$ cat config.mk
export PLATFORM = sky130hd
export DESIGN_NAME = reg_scoreboard_flat
export DESIGN_NICKNAME = d
export VERILOG_FILES = /design/src/rtl/reg_scoreboard_if.sv /design/src/rtl/reg_scoreboard.sv /design/src/flat_wrapper.sv
export SDC_FILE = /design/constraint.sdc
export NUM_CORES = 1
export LEC_CHECK = 0
export CAP_MARGIN = 5
export CORE_ASPECT_RATIO = 0.7
export CORE_MARGIN = 10
export CORE_UTILIZATION = 45
export DETAILED_ROUTE_END_ITERATION = 10
export SLEW_MARGIN = 20
export SYNTH_ARGS = -nofsm -noshare
export SYNTH_HDL_FRONTEND = slang
export SYNTH_SLANG_ARGS = --single-unit
$ cat constraint.sdc
create_clock -name clk -period 10.9 [get_ports clk]
set_input_delay 2.725 -clock clk [delete_from_list [all_inputs] [get_ports clk]]
set_output_delay 2.725 -clock clk [all_outputs]
set_load 0.05 [all_outputs]
$ cat src/rtl/reg_scoreboard_if.sv
`default_nettype none
// ============================================================================
// Module      : reg_scoreboard_if
// Description : Issue / writeback / status bundle for the register-hazard
//               scoreboard. The master side (decode) drives the issue
//               request, flush and the variable-latency writeback strobe.
//               The slave side (scoreboard) returns issue_ready, the busy
//               mask, the pending count, the stall counter and the sticky
//               spurious-writeback flag.
// Revision    : 1.0 - initial release
// ============================================================================
interface reg_scoreboard_if #(
    parameter int NREGS       = 32,
    parameter int STALL_CNT_W = 16
);
    logic                   issue_valid;
    logic [4:0]             issue_rs1;
    logic [4:0]             issue_rs2;
    logic                   issue_use_rs1;
    logic                   issue_use_rs2;
    logic [4:0]             issue_rd;
    logic                   issue_wr;
    logic                   issue_long;
    logic                   flush;
    logic                   wb_valid;
    logic [4:0]             wb_rd;
    logic                   issue_ready;
    logic [NREGS-1:0]       busy_mask;
    logic [5:0]             pending_cnt;
    logic [STALL_CNT_W-1:0] stall_cnt;
    logic                   err_spurious_wb;

    modport master (
        output issue_valid, issue_rs1, issue_rs2, issue_use_rs1, issue_use_rs2,
               issue_rd, issue_wr, issue_long, flush, wb_valid, wb_rd,
        input  issue_ready, busy_mask, pending_cnt, stall_cnt, err_spurious_wb
    );

    modport slave (
        input  issue_valid, issue_rs1, issue_rs2, issue_use_rs1, issue_use_rs2,
               issue_rd, issue_wr, issue_long, flush, wb_valid, wb_rd,
        output issue_ready, busy_mask, pending_cnt, stall_cnt, err_spurious_wb
    );
endinterface
`default_nettype wire

$ cat src/rtl/reg_scoreboard.sv
`default_nettype none
// ============================================================================
// Module      : reg_scoreboard
// Description : Decode-stage register-hazard scoreboard. Tracks in-flight
//               destination writes and holds off issue on RAW/WAW hazards.
//               Fixed-latency writes retire FIX_LAT cycles after issue;
//               variable-latency (LOAD) writes retire on a writeback strobe.
// Ports       : clk   - clock, all state updates on the rising edge
//               rst_n - synchronous active-low reset
//               sb    - reg_scoreboard_if.slave (issue request, flush,
//                       writeback strobe; issue_ready, busy_mask,
//                       pending_cnt, stall_cnt, err_spurious_wb)
// Options     : SCOREBOARD_WB_BYPASS_EN - when defined, a LONG entry being
//               written back this cycle and a FIX entry in its last busy
//               cycle are treated as free by the hazard check.
// Revision    : 1.0 - initial release
// ============================================================================
module reg_scoreboard #(
    parameter int NREGS       = 32,
    parameter int FIX_LAT     = 2,
    parameter int STALL_CNT_W = 16
) (
    input  wire logic        clk,
    input  wire logic        rst_n,
    reg_scoreboard_if.slave  sb
);

    localparam logic [2:0] c_fix_lat = 3'(FIX_LAT);

    logic [NREGS-1:0]        r_busy;
    logic [NREGS-1:0]        r_long;
    logic [NREGS-1:0][2:0]   r_cnt;
    logic [5:0]              r_pending;
    logic [STALL_CNT_W-1:0]  r_stall;
    logic                    r_err;

    logic [NREGS-1:0]        w_hold;
    logic                    w_hazard;
    logic                    w_ready;
    logic                    w_set_en;
    logic                    w_spurious;
    logic [NREGS-1:0]        w_busy_nxt;
    logic [NREGS-1:0]        w_long_nxt;
    logic [NREGS-1:0][2:0]   w_cnt_nxt;
    logic [5:0]              w_pop;

    // Busy view used by the hazard check; with bypass, entries that are
    // retiring at this very edge no longer block a dependent.
    always_comb begin
        for (int i = 0; i < NREGS; i++) begin
            w_hold[i] = r_busy[i];
`ifdef SCOREBOARD_WB_BYPASS_EN
            if (r_long[i] && sb.wb_valid && (sb.wb_rd == 5'(i)))
                w_hold[i] = 1'b0;
            if (!r_long[i] && (r_cnt[i] == 3'd1))
                w_hold[i] = 1'b0;
`endif
        end
        w_hold[0] = 1'b0;
    end

    assign w_hazard = (sb.issue_use_rs1 && w_hold[sb.issue_rs1]) ||
                      (sb.issue_use_rs2 && w_hold[sb.issue_rs2]) ||
                      (sb.issue_wr      && w_hold[sb.issue_rd]);
    assign w_ready  = !w_hazard && !sb.flush;
    assign w_set_en = sb.issue_valid && w_ready && sb.issue_wr &&
                      (sb.issue_rd != 5'd0);

    // Anything other than a writeback to a busy LONG entry is spurious.
    assign w_spurious = sb.wb_valid &&
                        ((sb.wb_rd == 5'd0) || !r_busy[sb.wb_rd] ||
                         !r_long[sb.wb_rd]);

    // Next-state per register. The accept is applied last so that a new
    // entry overrides a same-cycle retirement of the old one.
    always_comb begin
        w_busy_nxt = r_busy;
        w_long_nxt = r_long;
        w_cnt_nxt  = r_cnt;
        for (int i = 0; i < NREGS; i++) begin
            if (r_busy[i] && !r_long[i]) begin
                w_cnt_nxt[i] = r_cnt[i] - 3'd1;
                if (r_cnt[i] == 3'd1)
                    w_busy_nxt[i] = 1'b0;
            end
            if (r_busy[i] && r_long[i] && sb.wb_valid &&
                (sb.wb_rd == 5'(i)))
                w_busy_nxt[i] = 1'b0;
            if (w_set_en && (sb.issue_rd == 5'(i))) begin
                w_busy_nxt[i] = 1'b1;
                w_long_nxt[i] = sb.issue_long;
                if (!sb.issue_long)
                    w_cnt_nxt[i] = c_fix_lat;
            end
        end
        w_busy_nxt[0] = 1'b0;
    end

    always_comb begin
        w_pop = 6'd0;
        for (int i = 0; i < NREGS; i++)
            w_pop = w_pop + {5'd0, w_busy_nxt[i]};
    end

    always_ff @(posedge clk) begin
        if (!rst_n) begin
            r_busy    <= '0;
            r_long    <= '0;
            r_cnt     <= '0;
            r_pending <= '0;
            r_stall   <= '0;
            r_err     <= 1'b0;
        end else begin
            r_busy    <= w_busy_nxt;
            r_long    <= w_long_nxt;
            r_cnt     <= w_cnt_nxt;
            r_pending <= w_pop;
            if (sb.issue_valid && !w_ready && (r_stall != '1))
                r_stall <= r_stall + 1'b1;
            if (w_spurious)
                r_err <= 1'b1;
        end
    end

    assign sb.issue_ready     = w_ready;
    assign sb.busy_mask       = r_busy;
    assign sb.pending_cnt     = r_pending;
    assign sb.stall_cnt       = r_stall;
    assign sb.err_spurious_wb = r_err;

endmodule
`default_nettype wire

$ cat src/flat_wrapper.sv
// flat-port wrapper written by rule: the top's interface ports become plain ports
module reg_scoreboard_flat 
#(
    parameter int NREGS       = 32,
    parameter int FIX_LAT     = 2,
    parameter int STALL_CNT_W = 16
)
  (clk, rst_n, sb_issue_valid, sb_issue_rs1, sb_issue_rs2, sb_issue_use_rs1, sb_issue_use_rs2, sb_issue_rd, sb_issue_wr, sb_issue_long, sb_flush, sb_wb_valid, sb_wb_rd, sb_issue_ready, sb_busy_mask, sb_pending_cnt, sb_stall_cnt, sb_err_spurious_wb);
  reg_scoreboard_if #(.NREGS(NREGS), .STALL_CNT_W(STALL_CNT_W)) sb_i ();
  input  wire logic clk;
  input  wire logic rst_n;
  input wire logic [$bits(sb_i.issue_valid)-1:0] sb_issue_valid;
  input wire logic [$bits(sb_i.issue_rs1)-1:0] sb_issue_rs1;
  input wire logic [$bits(sb_i.issue_rs2)-1:0] sb_issue_rs2;
  input wire logic [$bits(sb_i.issue_use_rs1)-1:0] sb_issue_use_rs1;
  input wire logic [$bits(sb_i.issue_use_rs2)-1:0] sb_issue_use_rs2;
  input wire logic [$bits(sb_i.issue_rd)-1:0] sb_issue_rd;
  input wire logic [$bits(sb_i.issue_wr)-1:0] sb_issue_wr;
  input wire logic [$bits(sb_i.issue_long)-1:0] sb_issue_long;
  input wire logic [$bits(sb_i.flush)-1:0] sb_flush;
  input wire logic [$bits(sb_i.wb_valid)-1:0] sb_wb_valid;
  input wire logic [$bits(sb_i.wb_rd)-1:0] sb_wb_rd;
  output wire logic [$bits(sb_i.issue_ready)-1:0] sb_issue_ready;
  output wire logic [$bits(sb_i.busy_mask)-1:0] sb_busy_mask;
  output wire logic [$bits(sb_i.pending_cnt)-1:0] sb_pending_cnt;
  output wire logic [$bits(sb_i.stall_cnt)-1:0] sb_stall_cnt;
  output wire logic [$bits(sb_i.err_spurious_wb)-1:0] sb_err_spurious_wb;
  assign sb_i.issue_valid = sb_issue_valid;
  assign sb_i.issue_rs1 = sb_issue_rs1;
  assign sb_i.issue_rs2 = sb_issue_rs2;
  assign sb_i.issue_use_rs1 = sb_issue_use_rs1;
  assign sb_i.issue_use_rs2 = sb_issue_use_rs2;
  assign sb_i.issue_rd = sb_issue_rd;
  assign sb_i.issue_wr = sb_issue_wr;
  assign sb_i.issue_long = sb_issue_long;
  assign sb_i.flush = sb_flush;
  assign sb_i.wb_valid = sb_wb_valid;
  assign sb_i.wb_rd = sb_wb_rd;
  assign sb_issue_ready = sb_i.issue_ready;
  assign sb_busy_mask = sb_i.busy_mask;
  assign sb_pending_cnt = sb_i.pending_cnt;
  assign sb_stall_cnt = sb_i.stall_cnt;
  assign sb_err_spurious_wb = sb_i.err_spurious_wb;
  reg_scoreboard #(.NREGS(NREGS), .FIX_LAT(FIX_LAT), .STALL_CNT_W(STALL_CNT_W)) u_core (.clk(clk), .rst_n(rst_n), .sb(sb_i));
endmodule
==> impl_metrics.json <==
{
  "leakagePower_nw": 4.56,
  "grt_overflow_total": 0,
  "dp_hpwl_mm": 27.4,
  "pre_cts_ws_ns": 0.509,
  "grt_antenna_before_repair": 0,
  "grt_max_degree": 79,
  "fin_cells": 1699,
  "die_h_microns": 152,
  "ctsResizeCount": 0,
  "drc": 0,
  "cts_tree": "built",
  "cts_root_buf": "clkbuf_16",
  "yosys.cell_count.top_type": "dfxtp_1",
  "synth_area_sq_um": 11200,
  "fp.coreArea_sq_um": 24600,
  "required_ns": 11.22,
  "yosysSeqAreaShare_pct": 31.9,
  "critical_path.max_fanout": 13,
  "synth_top_area_cell": "dfxtp_1",
  "r2r_end": "u_core.sb.pending_cnt[4]",
  "die_area_sq_um": 31600,
  "clkTransAtPathRegs_ns": 0.07,
  "synth.avg_cell_area_sq_um": 8.58,
  "cts_max_path_buffers": 2,
  "drtIter0Drc": 1081,
  "cts_setup_buffers": 0,
  "numPortBuffers": 83,
  "initial_core_util_pct": 45.5,
  "area_growth_pct": 15.1,
  "r2r-start": "u_core.sb.busy_mask[22]",
  "vdd_drop_max_v": 0.000108,
  "setup_slack_ns": 0.892,
  "syn_nets": 1425,
  "yosys-top-cells-count": "dfxtp_1, nand2_1, inv_1",
  "drive_above_1_share_pct": 8.30,
  "h-tree-depth": 4,
  "grt_setup_unrepaired": "no",
  "period_share_pct": 91.8,
  "grt_usage_pct": 23.0,
  "diodes": 0,
  "finalMaxSlewViolations": 0,
  "post_drt_wl_per_cell_microns": 21.9,
  "numCtsBuffers": 17,
  "reg2reg_slack_ns": 3.60,
  "clkSinkCount": 178,
  "max_cap_violations": 0,
  "synth_top_flop_cell": "dfxtp_1",
  "critPathCaptureType": "register",
  "rows": 48,
  "hold_violations": 0,
  "grt_pass1_wl_mm": 57.5,
  "placed_cells": 1667,
  "synth-seq-cells": 178,
  "relSlewSlack_pct": 36.1,
  "insertion_delay_ns": 0.45,
  "status": "finished, final reports clean",
  "first_pass_iters": 6,
  "final.setup_skew_ns": 0.0114,
  "min_path_type": "register to register",
  "cp-startpoint": "sb_issue_rd[0]",
  "wl_mm": 37.2,
  "synth.area.top_cells": "dfxtp_1, ha_1, nand2_1, fa_1, mux4_2",
  "cts_hold_buf": 0,
  "worst_setup_path_start_kind": "primary input",
  "yosys_warnings": 0,
  "synthDominantCellAreaShare_pct": 31.9,
  "n_fill_cell": 2352,
  "via_per_inst": 5.83,
  "num_vias": 9902,
  "synth_cell_types": 67,
  "reg2reg_depth": 26,
  "tightest_slew_ns": 0.959,
  "die_w_microns": 208,
  "synthCells": 1301,
  "period_needed_ns": 10.01,
  "p_per_area_nw_per_um2": 110,
  "path_class": "primary input to register",
  "setup_tns_ns": 0,
  "synth-edff-count": 0,
  "worstSetupEndpoint": "u_core.sb.pending_cnt[4]",
  "synthArstFlopShare_pct": 0,
  "first_global_vias": 9324,
  "pin_count": 85,
  "nets": 1485,
  "setup_violations": 0,
  "max_freq_ghz": 0.0999,
  "arrival_ns": 10.33,
  "gp_congestion": 0.996,
  "ant_nets": 0
}
worst min path at each step:
stage                                   to                   start  cells past startpoint  slack (ns)
finish              u_core.sb.stall_cnt[9]  u_core.sb.stall_cnt[9]                      2        0.49
global route        u_core.sb.stall_cnt[5]  u_core.sb.stall_cnt[5]                      2        0.52
CTS                 u_core.sb.stall_cnt[9]  u_core.sb.stall_cnt[9]                      2        0.49
detailed placement  u_core.sb.stall_cnt[9]  u_core.sb.stall_cnt[9]                      2        0.48
global placement    u_core.sb.stall_cnt[9]  u_core.sb.stall_cnt[9]                      2        0.47
floorplan                u_core.r_long[16]       u_core.r_long[16]                      2        0.46
cell families (layout without fill, tap and decap cells):
kind of cell / Yosys count / in the layout / synth area share, %
buf+inv: 165 / 238 / 5.88
xor+xnor: 66 / 66 / 5.18
mux: 67 / 67 / 8.22
compound gates: 201 / 201 / 12.4
fa+ha+maj: 95 / 95 / 12.2
simple gates: 528 / 528 / 24.2
flops: 178 / 178 / 31.9
other cells: 1 / 1 / 0.0336
critical path, cell delays in order:
cell             delay [ns]
clkdlybuf4s50_1        0.64
buf_4                  0.27
mux4_2                 0.51
a22o_1                 0.19
a211o_1                0.28
o211ai_2               0.12
nand3_4                0.27
or4_1                  0.65
nand2_1                0.11
ha_1                   0.23
inv_1                  0.07
fa_1                   0.44
fa_1                   0.49
fa_1                   0.52
inv_1                  0.07
fa_1                   0.55
inv_1                  0.06
fa_1                   0.54
inv_1                  0.05
fa_1                   0.49
ha_1                   0.17
inv_1                  0.06
fa_1                   0.40
inv_1                  0.07
a21o_1                 0.10
a21oi_1                0.07
xor2_1                 0.13
nor2_1                 0.05
sequential cells by signal (all words and copies together), names as in the netlist:
register and flops:
u_core.sb.stall_cnt 16, u_core.sb.pending_cnt 6, u_core.sb.busy_mask 31, u_core.sb.err_spurious_wb 1, u_core.r_long 31, u_core.r_cnt 93
metal layers:
metal	global-route usage [%]	vias up	wire (microns)
met5	0	-	0
met2	33.0	485	15600
li1	-	4647	-
met1	33.2	4719	17300
met4	5.57	0	614
met3	6.18	51	3730
cell type report:
class                           instances  area (sq um)  area share, %
Timing Repair Buffer                  104           986           7.67
Tap cell                              325           407           3.16
Clock inverter                         15           138           1.07
Multi-Input combinational cell        958          6950           54.1
Sequential cell                       178          3560           27.7
Inverter                              102           383           2.98
Clock buffer                           17           425           3.31
cells in the final DEF, fill, tap and decap left out, drive strengths merged, types with 5 or more instances in the layout:
| master | instances |
|---|---|
| o21ai | 29 |
| nand4 | 16 |
| clkbuf | 17 |
| nor3 | 52 |
| o211ai | 9 |
| nand2b | 16 |
| fa | 23 |
| o41ai | 6 |
| clkdlybuf4s50 | 82 |
| buf | 22 |
| nand3b | 8 |
| ha | 72 |
| o311a | 5 |
| o21a | 30 |
| nand3 | 57 |
| and2 | 11 |
| mux2i | 40 |
| mux4 | 19 |
| dfxtp | 178 |
| nand2 | 163 |
| a31oi | 11 |
| nor4 | 26 |
| nor2b | 45 |
| or4 | 8 |
| o31ai | 7 |
| nor2 | 93 |
| a211oi | 15 |
| o311ai | 5 |
| o22ai | 6 |
| inv | 112 |
| xor2 | 26 |
| and3 | 19 |
| xnor2 | 40 |
| a21oi | 44 |
| mux2 | 8 |
report_power, final:
group / internal, mW / total, mW / leakage, nW / switching [mW]
registers: 0.654 / 0.658 / 1.43 / 0.00431
clock network: 0.303 / 0.610 / 0.270 / 0.306
logic: 0.0420 / 0.143 / 2.85 / 0.101
total: 0.999 / 1.41 / 4.56 / 0.412
per-stage QoR:
step                      hold WS (ns)  total power [mW]  utilization [%]  instance area (sq um)
after floorplan                  0.465             0.761                -                  11200
after global placement           0.471             0.812             50.0                  12300
after detailed placement         0.480             0.812             50.0                  12300
after CTS                        0.494              1.42             52.3                  12900
after global routing             0.519              1.46             52.3                  12900
final                            0.493              1.41             52.3                  12900
Power figures use the tool's default switching activity.
==> edit (same flow settings) <==
Add a define of `SCOREBOARD_WB_BYPASS_EN`.
--- a/src/rtl/reg_scoreboard.sv
+++ b/src/rtl/reg_scoreboard.sv
@@ -15,6 +15,8 @@
 //               cycle are treated as free by the hazard check.
 // Revision    : 1.0 - initial release
 // ============================================================================
+`define SCOREBOARD_WB_BYPASS_EN
+
 module reg_scoreboard #(
     parameter int NREGS       = 32,
     parameter int FIX_LAT     = 2,
Check against the original RTL: not equivalent (a bounded check fails within 4 cycles, from zero or initial values and one cycle with rst_n low).
==> edit against the unedited design <==
  * Setup slack got worse by 0.59 ns
  * Via count increased by 4.6%
  * Synthesized area down 0.96%
  * Largest cell class unchanged
  * Largest power group unchanged
  * Power up 1.0%
  * Die area decreased by 0.86%
  * Critical path type unchanged
  * Routed wire length grew 5.5%
  * Sequential cell count unchanged
  * Final area increased by 3.0%
  * Synthesized cell count increased by 1.6%
  * First-iteration DRC count grew 0.28%
  * Hold slack improved by 0.0038 ns
==> edit: results <==
group,metric,value,unit
routing,num_vias,10400,
layout,buf_share,11.0,%
setup_path,reg2reg_slack,2.91,ns
pwr,total_power,1.43,mW
layout,fin_util,55.3,%
placement,placed_cell_area,12700,um2
grt,grt_pass1_vias,9635,
layout,fin_nets,1567,
grt,grt_pass1_wl,59.7,mm
sta,min_period_over_period,97.3,%
layout,fill_cells,2253,
yosys,syn-num-nets,1446,
setup_path,critPathMaxStageDelay,0.69,ns
layout,non_clock_inverter_count,109,
sta,worst_clock_skew,0.00998,ns
placement,hpwl,30.7,mm
yosys,synth_common_cells,"178 x dfxtp_1, 118 x nand2_1, 107 x inv_1, 102 x nor2_1, 72 x ha_1",
yosys,synth_compound_area_share,17.5,%
placement,dp_cells,1742,
layout,drive_gt1_share,9.69,%
routing,vias_per_cell,5.84,
setup_path,worstPathMaxFanout,7,
setup_path,slowest_stage,"nor2_1",
routing,drtIter0Drc,1084,
yosys,synth_area_leaders,"dfxtp_1 32%, ha_1 8.1%, fa_1 4.2%",
layout,n_clock_buffer,20,
layout,multi_input_cells,973,
pwr,vdd_ir_drop_max,0.000100,V
pwr,pg_clk,621,uW
placement,pre_cts_slack,0.00388,ns
yosys,synthMuxAreaShare,3.08,%
yosys,seq_area_frac_synth,32.2,%
grt,grt_use_total,24.7,%
layout,num-nonclk-buffers,164,
outcome,outcome,"finished clean",
sta,slew_headroom,32.6,%
setup_path,arrival,10.89,ns
placement,gp_congestion,1.03,
sta,whs,0.497,ns
routing,first_pass_iters,5,
pwr,p_leak,4.96,nW
setup_path,r2r.worst_path.cells,25,
hold_path,min_from,"u_core.r_long[1]$_SDFFE_PN0P_",
yosys,synthAdderAreaFrac,12.3,%
layout,multi_input_area_share,51.6,%
layout,design.seq.count,178,
routing,wl_per_cell,22.2,um
layout,clk_share,4.35,%
==> edit: worst max path at each step <==
stage,start,to,cells past startpoint
after floorplan,sb_wb_rd[2],u_core.sb.pending_cnt[4]$_SDFF_PN0_,26
after detailed placement,sb_wb_rd[2],u_core.sb.pending_cnt[4]$_SDFF_PN0_,26
after global routing,sb_wb_valid,u_core.sb.pending_cnt[4]$_SDFF_PN0_,27
final,sb_wb_rd[0],u_core.sb.pending_cnt[4]$_SDFF_PN0_,25
after global placement,sb_wb_rd[2],u_core.sb.pending_cnt[4]$_SDFF_PN0_,26
after CTS,sb_wb_rd[2],u_core.sb.pending_cnt[4]$_SDFF_PN0_,26
==> edit: per-layer routing <==
layer  track usage [%]  vias up  share of wire [%]  wire [um]
met5                 0        -                  0          0
met4              6.33        0                1.6        641
met3              8.31       37                 10       4100
met2              34.2      448                 40      15600
met1              35.6     4955                 48      19000
li1                  -     4917                  -          -
